`src/rtl/decode_n_seq.sv`:
```
// ---------------------------------------------------------------------------
// decode_n_seq
//
// Registered N-to-2**N one-hot decoder with enable, plus a scan mode in which
// the active line walks through all 2**N outputs, advancing once every DIV
// enabled clocks. Drives select/strobe lines for row/column drivers and
// multiplexed peripherals. With N=2 and scan unused it behaves as a 2x4
// decoder delayed by one clock.
//
// Parameters:
//   N    select width; output width is 2**N (N >= 1)
//   DIV  scan-mode clocks per step (DIV >= 1)
//
// Ports:
//   clk   in   1     rising-edge clock
//   rst   in   1     asynchronous, active-high reset
//   En    in   1     enable; low forces Y to zero and freezes idx/prescaler
//   mode  in   1     0 = direct decode, 1 = scan
//   load  in   1     capture I into the index register (while enabled)
//   I     in   N     select value
//   Y     out  2**N  registered one-hot output (or all zeros)
//   idx   out  N     current index register
//   wrap  out  1     one-clock pulse when scan steps from 2**N-1 to 0
// ---------------------------------------------------------------------------
module decode_n_seq #(
    parameter int unsigned N   = 2,
    parameter int unsigned DIV = 4
) (
    input  logic                clk,
    input  logic                rst,
    input  logic                En,
    input  logic                mode,
    input  logic                load,
    input  logic [N-1:0]        I,
    output logic [(2**N)-1:0]   Y,
    output logic [N-1:0]        idx,
    output logic                wrap
);

    localparam int unsigned W  = 2 ** N;
    localparam int unsigned PW = (DIV > 1) ? $clog2(DIV) : 1;
    localparam logic [PW-1:0] PRESC_LAST = PW'(DIV - 1);

    logic [N-1:0]  r_idx;
    logic [PW-1:0] r_presc;
    logic          r_mode_q;
    logic [W-1:0]  r_y;
    logic          r_wrap;

    logic [N-1:0]  w_idx_d;
    logic [PW-1:0] w_presc_d;
    logic          w_mode_d;
    logic [W-1:0]  w_y_d;
    logic          w_wrap_d;
    logic [W-1:0]  w_one;

    assign w_one = {{(W-1){1'b0}}, 1'b1};

    always_comb begin
        w_idx_d   = r_idx;
        w_presc_d = r_presc;
        w_mode_d  = r_mode_q;
        w_wrap_d  = 1'b0;

        if (En) begin
            w_mode_d = mode;
            if (!mode) begin
                // Direct decode: prescaler parked at zero.
                w_presc_d = '0;
                if (load) begin
                    w_idx_d = I;
                end
            end else if (load) begin
                // Load beats stepping and restarts the scan period.
                w_idx_d   = I;
                w_presc_d = '0;
            end else if (mode != r_mode_q) begin
                // Entering scan: keep idx, start a full DIV period.
                w_presc_d = '0;
            end else if (r_presc == PRESC_LAST) begin
                w_presc_d = '0;
                w_idx_d   = r_idx + 1'b1;
                w_wrap_d  = (r_idx == '1);
            end else begin
                w_presc_d = r_presc + 1'b1;
            end
        end

        // Y tracks the next index so Y == (1 << idx) holds in the same cycle.
        w_y_d = En ? (w_one << w_idx_d) : '0;
    end

    always_ff @(posedge clk or posedge rst) begin
        if (rst) begin
            r_idx    <= '0;
            r_presc  <= '0;
            r_mode_q <= 1'b0;
            r_y      <= '0;
            r_wrap   <= 1'b0;
        end else begin
            r_idx    <= w_idx_d;
            r_presc  <= w_presc_d;
            r_mode_q <= w_mode_d;
            r_y      <= w_y_d;
            r_wrap   <= w_wrap_d;
        end
    end

    assign Y    = r_y;
    assign idx  = r_idx;
    assign wrap = r_wrap;

endmodule

```
`config.mk`:
```
export PLATFORM = sky130hd
export DESIGN_NAME = decode_n_seq
export DESIGN_NICKNAME = d
export VERILOG_FILES = /design/src/rtl/decode_n_seq.sv
export SDC_FILE = /design/constraint.sdc
export NUM_CORES = 1
export LEC_CHECK = 0
export BUFFER_PORTS_ARGS = -buffer_cell sky130_fd_sc_hd__clkbuf_2
export CAP_MARGIN = 20
export CORE_MARGIN = 2
export CORE_UTILIZATION = 38
export CTS_BUF_LIST = sky130_fd_sc_hd__clkbuf_8
export DETAILED_ROUTE_END_ITERATION = 8
export PLACE_DENSITY = 0.69
export REMOVE_ABC_BUFFERS = 1
export SETUP_SLACK_MARGIN = 0.05
export SYNTH_ARGS = -nofsm -noshare
export SYNTH_HDL_FRONTEND = slang
export SYNTH_SLANG_ARGS = --single-unit
```
`constraint.sdc`:
```
create_clock -name clk -period 2.45 [get_ports clk]
set_input_delay 0.245 -clock clk [delete_from_list [all_inputs] [get_ports clk]]
set_output_delay 0.245 -clock clk [all_outputs]
set_load 0.02 [all_outputs]
```
==> flow_summary.yaml, run 1 <==
sta:
  drv_slew: 0
  relSlewSlack_pct: 73.2
  fin_setup_tns_ns: 0
  rsz0062_at_grt: "false"
  finalSetupViolations: 0
  fmax_mhz: 641
  period_minus_slack_ns: 1.56
  period_share_pct: 63.7
  finClkSkew_ns: 0.00147
  finalHoldViolCount: 0
  tightestPinTransition_ns: 0.402
  layout_setup_ws_ns: 0.889
routing:
  drc: 0
  wl_met2_microns: 463
  dr.first_iter.drc_count: 7
  routed-via-count: 448
  avgRoutedWirePerCell_microns: 13.2
  ant_nets: 0
  top_layer_used: "met4"
  firstDrtPassIters: 4
  met1Wirelength_microns: 499
  viasPerCell: 5.60
  drt-total-wl_microns: 1050
  wl_met3_microns: 70
synthesis:
  synth_top_area_share_pct: 45.8
  syn-mean-instance-area_sq_um: 11.2
  synth_ff_type: "dfrtp_1"
  synthCells: 49
  synth_common_cells: "dfrtp_1, nand3_1, ha_1, inv_1, nor2_1"
  synth_area_leader_cell: "dfrtp_1"
  syn_area_sq_um: 547
  synth-edff-count: 0
  synth.distinct_cells: 27
  ys_ff_latch: 10
  synth.most_common_cell: "dfrtp_1"
  async_flop_share_pct: 100
  yosysSeqAreaShare_pct: 45.8
  yosysWarnings: 0
  synthTopCellsByArea: "dfrtp_1, ha_1, nand3_1"
die:
  rows: 13
  start_util_pct: 41.5
  core_area_sq_mm: 0.00132
  die_h_microns: 41.9
  die_area_sq_mm: 0.00176
  io_pins: 14
  die_x_microns: 41.9
setup_path:
  r2r-end: "Y[3]"
  cp_data_required_time_ns: 2.58
  worstReg2RegStart: "r_presc[0]"
  rr_worst_depth: 4
  crit_chain: "ha_1 > a31oi_1 > a22oi_2 > a2111oi_2"
  cp_slowest_cell: "dfrtp_1"
  arrival_ns: 1.69
  worstPathMaxFanout: 4
  r2r_slack_ns: 0.89
  startpoint_type: "register"
  cpPeakStageDelay_ns: 0.40
  crit_type: "register to register"
  endpoint_kind: "register"
clock_network:
  post-cts-setup-buffer-count: 0
  cts_inserted_buffers: 3
  insertion_delay_ns: 0.23
  cts_buffer_depth: 2
  h-tree-depth: 1
  cts.sinks: 10
  root_buffer: "clkbuf_8"
  post_cts_resized: 0
  clk_pin_slew_ns: 0.05
  cts_tree: "built"
grt:
  grt_pass1_wl_microns: 1840
  grt_pass1_vias: 406
  grt-ovfl-total: 0
  grt_max_degree: 11
  antenna_found_initial: 0
  grt.total_usage_pct: 14.1
layout:
  finalInstanceArea_sq_um: 677
  fin_util_pct: 51.4
  drive_gt1_share_pct: 36.9
  num_antenna_cells: 0
  layout-area-overhead-vs-synth_pct: 23.8
  fin_nets: 77
  final_cells: 80
min_path:
  hold-path-endpoint: "Y[1]"
  hold_depth: 3
  hold_path_class: "input pin to register"
  hold_start: "I[0]"
place:
  place_inst: 76
  place_congestion: 0.791
  dpl_cell_area_sq_um: 626
  port-buffer-count: 13
  hpwl_microns: 806
  preCtsSetupSlack_ns: 0.899
job:
  drv_cap: 0
power_and_ir_drop:
  power.density_mw_per_mm2: 653
  p_leak_nw: 0.349
  ir_worst_vdd_v: 0.000285
run_status:
  run_status: "finished, final reports clean"
==> critical path: cells and delay by family (launching register included) <==
kind / cells / cell delay (ns)
flip-flops: 1 / 0.40
adder cells (fa/ha/maj): 1 / 0.25
AO/OA/AOI/OAI: 3 / 0.80
==> cell usage in the layout, fill, tap and decap left out <==
cell type,instances
nand3_1,4
nor3_2,1
clkbuf_8,3
ha_1,3
a221o_1,1
nor2b_1,2
a31o_2,1
nand2_1,1
dfrtp_1,10
mux2_2,1
o31ai_1,1
o21ai_0,1
dlygate4sd3_1,1
clkbuf_2,13
a41o_2,1
a21bo_2,1
a22oi_2,1
a22oi_1,1
a2111oi_2,1
a22o_1,2
and2_1,1
a32o_1,1
and3_1,2
o21ba_1,1
a21oi_1,2
nor2_1,3
inv_1,3
a31oi_1,1
and4b_4,1
==> flip-flops by register name (all words and copies together), names as in the netlist <==
| signal | count |
|---|---|
| Y | 4 |
| idx | 2 |
| r_presc | 2 |
| r_mode_q | 1 |
| wrap | 1 |
==> power by group <==
group	switching, mW	total [mW]	internal (mW)	leakage, nW
Combinational	0.0477	0.0818	0.0341	0.198
Sequential	0.0131	0.191	0.178	0.130
Clock	0.0614	0.169	0.107	0.0216
Total	0.122	0.442	0.320	0.349
==> routing by layer <==
metal  global-route usage [%]  vias up
met4                     5.81        0
met1                     18.3      207
met5                        0        -
met3                     5.65        2
met2                     20.6       19
li1                         -      220
==> how the worst max path moves through the flow <==
| stage | from | end | slack, ns | cells after the start |
|---|---|---|---|---|
| 6_report | r_presc[0] | Y[3] | 0.89 | 4 |
| 5_1_grt | r_presc[0] | Y[3] | 0.78 | 4 |
| 4_1_cts | r_presc[0] | Y[3] | 0.89 | 4 |
| 3_5_place_dp | r_presc[0] | Y[3] | 0.90 | 4 |
| 3_3_place_gp | r_presc[0] | Y[3] | 0.95 | 4 |
| 2_1_floorplan | r_presc[0] | Y[3] | 0.99 | 4 |
==> stage by stage <==
stage	hold WS, ns	power, mW
after global routing	0.317	0.467
final	0.284	0.442
after CTS	0.286	0.449
after global placement	0.224	0.273
after floorplan	0.0852	0.246
after detailed placement	0.230	0.274
==> repair_timing <==
action,CTS,global route
endpoints found under the hold margin,10,0
endpoints found under the setup margin,0,0
hold buffers,1,0
==> cell type report <==
type	instances	area (sq um)
multi-input combinational	35	280
inverter	3	11.3
clock buffer	3	41.3
tap	15	18.8
sequential	10	250
timing repair buffer	14	75.1
fill	122	641
==> cells by family after synthesis <==
| kind of cell | count (synthesis) | synth area share [%] |
|---|---|---|
| AND/OR/NAND/NOR | 15 | 16.5 |
| buffers and inverters | 4 | 2.97 |
| AO/OA/AOI/OAI | 16 | 25.9 |
| multiplexers | 1 | 2.06 |
| flip-flops | 10 | 45.8 |
| adder cells (fa/ha/maj) | 3 | 6.87 |
(Power assumes the default switching activity.)
==> run 2: changes to the inputs <==
==> constraint.sdc (replaced) <==
create_clock -name clk -period 1.55 [get_ports clk]
set_input_delay 0.155 -clock clk [delete_from_list [all_inputs] [get_ports clk]]
set_output_delay 0.155 -clock clk [all_outputs]
set_load 0.02 [all_outputs]
==> run 2 against run 1 <==
Die area stayed put. Sequential cell count stayed put. Hold slack worse by 0.096 ns. Critical path type unchanged. Clock power is 91% higher. Count of clock-buffer cells in the layout is 1 higher. Total power is 77% higher. Setup slack worse by 0.80 ns. Fmax is 6.8% higher. Combinational power is 94% higher.
==> flow_summary.yaml, run 2 (same netlist as run 1, synthesis figures left out) <==
setup_path:
  rr_worst_depth: 5
  arrival_ns: 1.64
  endpoint_kind: "register"
  crit_type: "register to register"
  worstReg2RegStart: "r_presc[0]"
  worstPathMaxFanout: 3
  r2r-end: "Y[0]"
  startpoint_type: "register"
  cp_data_required_time_ns: 1.72
  r2r_slack_ns: 0.09
sta:
  layout_setup_ws_ns: 0.0890
  fin_setup_tns_ns: 0
  finClkSkew_ns: 0.00425
  period_minus_slack_ns: 1.46
  fmax_mhz: 684
  relSlewSlack_pct: 74.6
  rsz0062_at_grt: "false"
  period_share_pct: 94.3
  finalSetupViolations: 0
  finalHoldViolCount: 0
  tightestPinTransition_ns: 0.380
  drv_slew: 0
min_path:
  hold_path_class: "input pin to register"
  hold-path-endpoint: "Y[1]"
  hold_start: "I[0]"
  hold_depth: 3
layout:
  final_cell_mix: "clkbuf_2, dfrtp_1, nand3_1, clkbuf_8, buf_4"
  fin_nets: 81
  drive_gt1_share_pct: 47.1
  largest_reg_flops: 4
  layout-area-overhead-vs-synth_pct: 40.5
  num_antenna_cells: 0
  multi_input_area_sq_um: 328
  seqCellArea_sq_um: 250
  final_cells: 85
  finalInstanceArea_sq_um: 768
  fill_cells: 116
  final_common_cell: "clkbuf_2"
  fin_util_pct: 58.3
routing:
  firstDrtPassIters: 4
  dr.first_iter.drc_count: 9
  drc: 0
  ant_nets: 0
  drt-total-wl_microns: 1260
  viasPerCell: 5.72
  routed-via-count: 486
  avgRoutedWirePerCell_microns: 14.9
power_and_ir_drop:
  ir_worst_vdd_v: 0.000618
  seq_power_share_pct: 38.4
  p_leak_nw: 0.376
  switching_share_pct: 26.9
  p_int_uw: 572
  p_sw_uw: 210
  power.density_mw_per_mm2: 1020
  clkPwrFrac_pct: 41.2
  comb_power_share_pct: 20.3
clock_network:
  cts_tree: "built"
  cts_buffer_depth: 2
  clk_pin_slew_ns: 0.05
  cts.sinks: 10
  insertion_delay_ns: 0.24
  root_buffer: "clkbuf_8"
  cts_inserted_buffers: 3
  h-tree-depth: 1
grt:
  grt.total_usage_pct: 15.3
  grt_max_degree: 11
  grt_pass1_wl_microns: 1960
  grt-ovfl-total: 0
  antenna_found_initial: 0
  grt_pass1_vias: 455
die:
  io_pins: 14
  die_h_microns: 41.9
  rows: 13
  die_x_microns: 41.9
  die_area_sq_mm: 0.00176
  core_area_sq_mm: 0.00132
  start_util_pct: 41.5
place:
  preCtsSetupSlack_ns: 0.0200
  hpwl_microns: 819
  port-buffer-count: 13
  dpl_cell_area_sq_um: 641
  place_congestion: 0.868
  place_inst: 78
run_status:
  run_status: "finished, final reports clean"
job:
  drv_cap: 0
-- run 2: area by class of cell --
type | count | share of cell area, %
sequential | 10 | 32.6
timing repair buffer | 18 | 13.7
inverter | 3 | 1.47
clock buffer | 4 | 7.17
multi-input combinational | 35 | 42.7
tap | 15 | 2.44
-- run 2: power by group through the flow --
stage	clock (mW)	sequential, mW	combinational [mW]
floorplan	0	0.323	0.0651
global placement	0	0.300	0.141
detailed placement	0	0.301	0.142
CTS	0.331	0.296	0.149
global route	0.349	0.303	0.172
finish	0.322	0.301	0.159
-- run 2: metrics by stage --
stage               hold WS (ns)  power (mW)
floorplan               -0.00482       0.388
global placement           0.132       0.441
detailed placement         0.134       0.443
CTS                        0.194       0.777
global route               0.222       0.824
finish                     0.188       0.782
-- run 2: worst max path at each step --
stage | start | to | slack [ns] | cells past startpoint
after floorplan | r_presc[0] | Y[3] | 0.09 | 4
after CTS | r_presc[0] | Y[0] | 0.07 | 5
after global routing | r_presc[0] | Y[0] | 0.03 | 5
after detailed placement | r_presc[0] | Y[3] | 0.02 | 4
after global placement | r_presc[0] | Y[3] | 0.07 | 4
final | r_presc[0] | Y[0] | 0.09 | 5
-- run 2: timing repair --
action,CTS,global route
pin swaps,1,2
setup buffers,2,0
hold buffers,1,0
gates resized for setup,1,6
setup endpoints to repair,2,2
endpoints found under the hold margin,10,0
-- run 2: routing by layer --
layer | share of wire [%] | routed length (microns) | GRT usage (%)
met4 | 0.71 | 9 | 3.87
met1 | 40 | 511 | 17.0
met5 | 0 | 0 | 0
met3 | 7.4 | 94 | 8.26
met2 | 51 | 648 | 25.3
-- run 2: worst max-delay path: stages (launching register included) --
cell and delay (ns):
dfrtp_1 0.41, ha_4 0.18, a31oi_4 0.10, buf_4 0.16, a221o_1 0.33, o21ba_1 0.23
==> run 3: changes to the inputs <==
--- a/config.mk
+++ b/config.mk
@@ -8,10 +8,10 @@
 export BUFFER_PORTS_ARGS = -buffer_cell sky130_fd_sc_hd__clkbuf_2
 export CAP_MARGIN = 20
 export CORE_MARGIN = 2
-export CORE_UTILIZATION = 38
+export CORE_UTILIZATION = 40
 export CTS_BUF_LIST = sky130_fd_sc_hd__clkbuf_8
 export DETAILED_ROUTE_END_ITERATION = 8
-export PLACE_DENSITY = 0.69
+export PLACE_DENSITY = 0.74
 export REMOVE_ABC_BUFFERS = 1
 export SETUP_SLACK_MARGIN = 0.05
 export SYNTH_ARGS = -nofsm -noshare
==> constraint.sdc (replaced) <==
create_clock -name clk -period 1.2 [get_ports clk]
set_input_delay 0.12 -clock clk [delete_from_list [all_inputs] [get_ports clk]]
set_output_delay 0.12 -clock clk [all_outputs]
set_load 0.02 [all_outputs]
==> run 3 against run 2 <==
The run now ends with setup timing left. Via count grew 9.7%. First-iteration DRC count rose by 11%. Non-clock buffer count increased by 8. Critical endpoint unchanged. Largest cell class unchanged. Largest power group is now registers.
==> flow_summary.yaml, run 3 (same netlist as run 1, synthesis figures left out) <==
routing:
  firstDrtPassIters: 4
  viasPerCell: 5.79
  drt-total-wl_microns: 1550
  met1Wirelength_microns: 660
  routed-via-count: 533
  top_layer_used: "met4"
  wl_met3_microns: 81
  drc: 0
  wl_met2_microns: 764
  dr.first_iter.drc_count: 10
  avgRoutedWirePerCell_microns: 16.9
  ant_nets: 0
setup_path:
  arrival_ns: 1.61
  crit_buf_inv: 1
  cp_data_required_time_ns: 1.37
  startpoint_type: "register"
  cpPeakStageDelay_ns: 0.40
  r2r_slack_ns: -0.24
  crit_cells: 5
  cp_slowest_cell: "dfrtp_1"
  worstReg2RegStart: "r_presc[0]"
  crit_type: "register to register"
  worstPathMaxFanout: 3
  setup.worst_path.start: "r_presc[0]"
  critical_path.top_delay_family: "compound AO/OA/AOI/OAI gates"
  crit_chain: "ha_4 > a31oi_4 > buf_6 > a221o_1 > o21ba_1"
  r2r-end: "Y[0]"
  rr_worst_depth: 5
  endpoint_kind: "register"
  crit_end: "Y[0]"
sta:
  drv_slew: 0
  finalHoldViolCount: 0
  hold_slack_ns: 0.155
  rsz0062_at_grt: "true"
  relSlewSlack_pct: 73.6
  period_share_pct: 120
  fmax_mhz: 696
  layout_setup_ws_ns: -0.236
  finalSetupViolations: 6
  fin_setup_tns_ns: -0.925
  period_minus_slack_ns: 1.44
  finClkSkew_ns: 0.000993
  tightestPinTransition_ns: 0.395
die:
  io_pins: 14
  die_area_sq_mm: 0.00168
  core_area_sq_mm: 0.00128
  start_util_pct: 42.6
  die_h_microns: 41.0
  die_x_microns: 41.0
  rows: 13
clock_network:
  cts_inserted_buffers: 3
  clk_pin_slew_ns: 0.05
  h-tree-depth: 1
  root_buffer: "clkbuf_8"
  cts_tree: "built"
  cts.sinks: 10
  cts_buffer_depth: 2
  insertion_delay_ns: 0.23
grt:
  antenna_found_initial: 0
  grt_max_degree: 11
  grt-ovfl-total: 0
  grt_pass1_vias: 501
  grt_pass1_wl_microns: 2330
  grt.total_usage_pct: 22.6
power_and_ir_drop:
  ir_worst_vdd_v: 0.000798
  fin_total_pwr_uw: 988
  comb_power_share_pct: 26.2
  p_sw_uw: 291
  p_leak_nw: 0.406
  p_int_uw: 697
  power.density_mw_per_mm2: 1160
  clkPwrFrac_pct: 34.8
  seq_power_share_pct: 39.0
  switching_share_pct: 29.4
place:
  place_congestion: 0.878
  port-buffer-count: 13
  place_inst: 86
  preCtsSetupSlack_ns: -0.302
  hpwl_microns: 952
  dpl_cell_area_sq_um: 701
layout:
  largest_reg_flops: 4
  multi_input_area_sq_um: 358
  fill_cells: 97
  final_cells: 92
  fin_nets: 89
  num_antenna_cells: 0
  seqCellArea_sq_um: 251
  layout-area-overhead-vs-synth_pct: 56.1
  fin_util_pct: 66.4
  final_cell_mix: "clkbuf_2, buf_4, dfrtp_1"
  drive_gt1_share_pct: 59.7
  finalInstanceArea_sq_um: 853
  final_common_cell: "clkbuf_2"
job:
  drv_cap: 0
run_status:
  run_status: "complete, but fails checks"
  violations: "setup timing"
min_path:
  hold_path_class: "input pin to register"
-- run 3: cell types whose count changed in the layout (fill, tap and decap cells not counted), sizes merged --
cell    before  now
buf          4   12
clkbuf      17   16
-- run 3: per-layer routing --
metal	track usage, %	vias up
met4	15.0	0
met2	38.7	20
met5	0	-
met3	3.26	7
met1	25.7	260
li1	-	246
-- run 3: worst min-delay path by stage --
stage / start / to / cells after the start
5_1_grt: I[0] / Y[1] / 3
3_3_place_gp: rst / Y[2] / 2
6_report: I[0] / Y[1] / 3
3_5_place_dp: rst / Y[2] / 2
4_1_cts: I[0] / Y[1] / 3
2_1_floorplan: rst / Y[0] / 1
-- run 3: timing repair --
action	in CTS	in global routing
setup endpoints to repair	6	8
pin swaps	8	1
hold buffers	1	0
gates resized for setup	13	4
setup buffers	2	0
endpoints found under the hold margin	10	0
-- run 3: power by group through the flow --
stage	Clock, mW	Combinational (mW)	Sequential [mW]
after CTS	0.343	0.246	0.383
after floorplan	0	0.0841	0.417
final	0.344	0.259	0.385
after detailed placement	0	0.216	0.384
after global placement	0	0.210	0.383
after global routing	0.359	0.280	0.387
-- run 3: final cells by class --
class,count,area share (%)
multi-input cells,35,41.9
repair buffers,26,20.2
clock buffers,3,4.84
flip-flops and latches,10,29.5
well taps,15,2.20
inverters,3,1.32
-- run 3: tightest hold or removal path: stages --
cell	delay, ns
clkbuf_2	0.10
nand3_1	0.07
o31ai_1	0.06
